[src/rtl/hdmi_src_compositor.sv]
// Two-source pixel compositor: a rectangular window from one source is laid over a background
// from the other, and responses are muxed with the same latency the sources have.
module hdmi_src_compositor #(
  parameter int RESP_LATENCY = 1,
  parameter int XW = 11,
  parameter int YW = 10
) (
  input  logic          clk,
  input  logic          rst,
  input  logic          req_en,
  input  logic          req_sof,
  input  logic          req_sol,
  output logic [7:0]    resp_red,
  output logic [7:0]    resp_green,
  output logic [7:0]    resp_blue,
  output logic          a_req_en,
  output logic          a_req_sof,
  output logic          a_req_sol,
  input  logic [7:0]    a_resp_red,
  input  logic [7:0]    a_resp_green,
  input  logic [7:0]    a_resp_blue,
  output logic          b_req_en,
  output logic          b_req_sof,
  output logic          b_req_sol,
  input  logic [7:0]    b_resp_red,
  input  logic [7:0]    b_resp_green,
  input  logic [7:0]    b_resp_blue,
  input  logic          cfg_bg_sel,
  input  logic          cfg_win_en,
  input  logic [XW-1:0] cfg_win_x0,
  input  logic [XW-1:0] cfg_win_x1,
  input  logic [YW-1:0] cfg_win_y0,
  input  logic [YW-1:0] cfg_win_y1,
  output logic [7:0]    frame_cnt,
  output logic          running
);
  // state | meaning
  // IDLE  | waiting for the first sof; only a sof request is forwarded
  // RUN   | locked to the raster; every request is forwarded
  typedef enum logic {IDLE = 1'b0, RUN = 1'b1} state_t;

  localparam int L = RESP_LATENCY;

  state_t state, state_nxt;
  logic accept, fwd, take, in_win, sel;
  logic [XW-1:0] x_q, px;
  logic [YW-1:0] y_q, py;
  logic bg_s, win_en_s, bg_e, win_en_e;
  logic [XW-1:0] x0_s, x1_s, x0_e, x1_e;
  logic [YW-1:0] y0_s, y1_s, y0_e, y1_e;
  logic [L-1:0] sel_d, vld_d;

  assign accept = req_en & req_sof;
  // rst gates the sof path so nothing reaches the sources while reset is held
  assign fwd  = ~rst & ((state == RUN) | accept);
  assign take = req_en & fwd;

  assign a_req_en  = req_en & fwd;
  assign a_req_sof = req_sof & fwd;
  assign a_req_sol = req_sol & fwd;
  assign b_req_en  = req_en & fwd;
  assign b_req_sof = req_sof & fwd;
  assign b_req_sol = req_sol & fwd;

  assign running = (state == RUN);

  always_ff @(posedge clk or posedge rst) begin
    if (rst) state <= IDLE;
    else     state <= state_nxt;
  end

  always_comb begin
    state_nxt = state;
    if (state == IDLE && accept) state_nxt = RUN;
  end

  always_comb begin
    px = (&x_q) ? x_q : x_q + XW'(1);
    if (req_sof | req_sol) px = '0;
    py = y_q;
    if (req_sof)      py = '0;
    else if (req_sol) py = (&y_q) ? y_q : y_q + YW'(1);
  end

  // the sof pixel already sees the config it loads
  assign bg_e     = accept ? cfg_bg_sel : bg_s;
  assign win_en_e = accept ? cfg_win_en : win_en_s;
  assign x0_e     = accept ? cfg_win_x0 : x0_s;
  assign x1_e     = accept ? cfg_win_x1 : x1_s;
  assign y0_e     = accept ? cfg_win_y0 : y0_s;
  assign y1_e     = accept ? cfg_win_y1 : y1_s;

  assign in_win = win_en_e & (px >= x0_e) & (px <= x1_e) & (py >= y0_e) & (py <= y1_e);
  assign sel    = in_win ? ~bg_e : bg_e;

  always_ff @(posedge clk or posedge rst) begin
    if (rst) begin
      x_q       <= '0;
      y_q       <= '0;
      bg_s      <= 1'b0;
      win_en_s  <= 1'b0;
      x0_s      <= '0;
      x1_s      <= '0;
      y0_s      <= '0;
      y1_s      <= '0;
      sel_d     <= '0;
      vld_d     <= '0;
      frame_cnt <= '0;
    end else begin
      if (take) begin
        x_q <= px;
        y_q <= py;
      end
      if (accept) begin
        bg_s      <= cfg_bg_sel;
        win_en_s  <= cfg_win_en;
        x0_s      <= cfg_win_x0;
        x1_s      <= cfg_win_x1;
        y0_s      <= cfg_win_y0;
        y1_s      <= cfg_win_y1;
        frame_cnt <= frame_cnt + 8'd1;
      end
      sel_d[0] <= sel;
      vld_d[0] <= take;
      for (int i = 1; i < L; i++) begin
        sel_d[i] <= sel_d[i-1];
        vld_d[i] <= vld_d[i-1];
      end
    end
  end

  always_comb begin
    resp_red   = '0;
    resp_green = '0;
    resp_blue  = '0;
    if (vld_d[L-1]) begin
      if (sel_d[L-1]) begin
        resp_red   = b_resp_red;
        resp_green = b_resp_green;
        resp_blue  = b_resp_blue;
      end else begin
        resp_red   = a_resp_red;
        resp_green = a_resp_green;
        resp_blue  = a_resp_blue;
      end
    end
  end

endmodule
[config.mk]
export PLATFORM = sky130hd
export DESIGN_NAME = hdmi_src_compositor
export DESIGN_NICKNAME = d
export VERILOG_FILES = /design/src/rtl/hdmi_src_compositor.sv
export SDC_FILE = /design/constraint.sdc
export NUM_CORES = 1
export LEC_CHECK = 0
export ABC_AREA = 0
export BUFFER_PORTS_ARGS = -buffer_cell sky130_fd_sc_hd__buf_2
export CAP_MARGIN = 15
export CORE_MARGIN = 2
export CORE_UTILIZATION = 53
export CTS_BUF_LIST = sky130_fd_sc_hd__clkbuf_8 sky130_fd_sc_hd__clkbuf_16
export CTS_CLUSTER_DIAMETER = 60
export CTS_CLUSTER_SIZE = 10
export DETAILED_ROUTE_END_ITERATION = 8
export GPL_TIMING_DRIVEN = 0
export PLACE_DENSITY = 0.91
export REMOVE_ABC_BUFFERS = 1
export SLEW_MARGIN = 20
export SYNTH_ARGS = -nofsm -noshare
export SYNTH_HDL_FRONTEND = slang
export SYNTH_SLANG_ARGS = --single-unit
[constraint.sdc]
create_clock -name clk -period 4.4 [get_ports clk]
set_input_delay 0.22 -clock clk [delete_from_list [all_inputs] [get_ports clk]]
set_output_delay 0.22 -clock clk [all_outputs]
set_load 0.1 [all_outputs]
==> impl_metrics.toml <==
[status]
status = "finished clean"

[synth]
yosys.area.top_type_share_pct = 38.3
synth-async-reset-ratio_pct = 100
synth-seq-area-share_pct = 38.3
synth_edf_count = 0
ys_warn_count = 0
avgSynthCellArea_um2 = 9.25
syn_inst = 537
ys_types = 50
synthTopCellsByArea = "dfrtp_1 (38%), mux2i_1 (13%), ha_1 (11%), nand2_1 (4.9%), inv_1 (3.6%)"
ys_seq_elements = 76
synth_top_cell_by_area = "dfrtp_1"
synthesis.area_um2 = 4970
synth_ff_type = "dfrtp_1"

[pwr]
peakVddDrop_uv = 229
leakage_nw = 3.28
powerDensity_nw_per_um2 = 393

[drt]
vias = 4363
ant_nets = 0
drc = 0
wl_per_cell_um = 16.5
viasPerCell = 5.61
wl_mm = 12.8
dr.pass1.iters = 4
drt_iter0_markers = 183

[global_routing]
grt_pass1_wl_mm = 19.9
grt-ovfl-total = 0
antenna_found_initial = 2
track_usage_pct = 25.3
grt_max_degree = 48
grt_pass1_vias = 4321

[cts]
clk_latency_ps = 370
clock-sinks = 76
cts.clk_slew.worst_paths_ps = 80
cts_root_buf = "clkbuf_8"
htreeDepth = 3
cts_tree = "built"
clockBufferDepth = 2
cts_made_buffers = 9

[timing]
worstMarginPinSlew_ps = 758
fin_ws_ps = 310
fmax_ghz = 0.244
period_share_pct = 93.0
hold_viol_final = 0
final-max-slew-violation-count = 0
finalSetupTns_ps = 0
maxSlewHeadroom_pct = 49.5
fin_worst_skew_ps = 8.12
holdWs_ps = 78.5
rsz0062_at_grt = "no"
min_period_ps = 4090
setup_violations = 0

[layout]
register_area_um2 = 1900
fin_nets = 800
mostFrequentLayoutCells = "buf_2 (135), dfrtp_1 (75), nand2_1 (64), mux2i_1 (64), inv_1 (47)"
layout-drive-gt1-share_pct = 25.6
final_common_cell = "buf_2"
final_cells = 778
final_area_um2 = 5980
multi_input_area_um2 = 2780
fillers = 659
area_delta_synth_final_pct = 20.4

[critical_path]
cp-end-kind = "register"
cp_data_arrival_time_ps = 4360
cp_num_buf_inv = 0
crit_slowest_cell = "o21ai_2"
startpoint = "y_q[3]"
cp-start-kind = "register"
cp_data_required_time_ps = 4670
rr_startpoint = "y_q[3]"
max_stage_delay_ps = 550
cp_top_family = "compound AO/OA/AOI/OAI gates"
path_cells = "and3_1, nand3_1, o21ai_2, nor2_1, xnor2_1, nor2_1, ha_1, a21o_1, a2111oi_0, o21ai_0, a221oi_1, a2111oi_2, o211ai_1, xnor2_1"
worst-setup-path-type = "register to register"
worst-path-max-fanout = 14

[die]
fp.dieW_um = 101
initial_utilization_pct = 54.3
num_io_pins = 136
rows = 35
dieHeight_um = 101
die_area_um2 = 10200
core_um2 = 9150

[hold_path]
holdCritStartpoint = "cfg_win_x0[4]"
hold_path_class = "primary input to register"

[placement]
dp_hpwl_mm = 9.61
placed_area_um2 = 5710
gp_congestion = 0.907
port_buffers = 135
dp_slack_ps = -177
dp_cells = 759

[flow_run]
cap_violations = 0
through the flow:
stage	power (mW)	utilization, %
5_1_grt	2.45	65.3
3_5_place_dp	1.68	62.4
3_3_place_gp	1.62	61.9
2_1_floorplan	1.47	-
4_1_cts	2.35	65.2
6_report	2.35	65.3
routing by layer:
metal,track usage [%],wire length [um],up-vias
li1,-,-,2090
met3,4.51,746,40
met4,13.5,504,0
met5,0,0,-
met2,46.1,6420,175
met1,27.9,5140,2058
path summary, 6_finish.rpt:
kind	to	slack, ps	cells after the start
worst min-delay path	x0_s[4]	80	3
worst max-delay path	sel_d	310	14
worst min register to register	frame_cnt[7]	480	1
min in group asynchronous	y1_s[2]	420	3
worst max register to register	sel_d	310	14
max in group asynchronous	running	3380	4
tightest hold or removal path, stage by stage:
cell and delay [ps]:
buf_2 80, nand2_1 40, nand2_1 70
registers in the layout, summed over array words and instances (netlist names):
register / flops
y0_s: 10
frame_cnt: 8
sel_d: 1
x1_s: 11
y_q: 10
x0_s: 11
y1_s: 10
win_en_s: 1
x_q: 11
vld_d: 1
running: 1
bg_s: 1
timing repair:
action                     4_1_cts  5_1_grt
hold endpoints to repair        38        0
cloned                           0        0
setup endpoints to repair        1        1
buffers inserted                 0        0
hold buffers                     1        0
resized for setup                1        1
cells in the mapped netlist (all sizes together), types with 11 or more instances:
cell / instances
o21ai: 22
nor2: 31
clkbuf: 17
ha: 43
xnor2: 14
dfrtp: 76
mux2i: 64
nand2: 65
a21oi: 26
inv: 48
nor2b: 26
nand3: 11
final cells by class:
cell class	count	area share [%]
diodes	2	0.0837
flip-flops and latches	76	31.8
inverters	48	3.05
repair buffers	139	12.2
clock buffers	9	2.07
multi-input cells	386	46.4
well taps	111	2.32
clock inverters	7	2.05
cells by family (layout without fill, tap and decap cells):
group                      count (synthesis)  after routing  synth area share (%)
buffers and inverters                     75            203                  6.02
and+or+nand+nor                          175            175                  17.2
muxes                                     66             66                  13.4
other                                      0              2                     0
DFF                                       76             76                  38.3
xor gates and xnor gates                  20             20                  3.53
AOI/OAI and AO/OA                         82             82                  10.8
adders and majority gates                 43             43                  10.8
power by group:
part           switching, mW  total (mW)  internal (mW)
logic                  0.552       0.789          0.237
registers             0.0960       0.893          0.797
clock network          0.286       0.668          0.381
No activity file was read; power rests on OpenSTA's default activity.
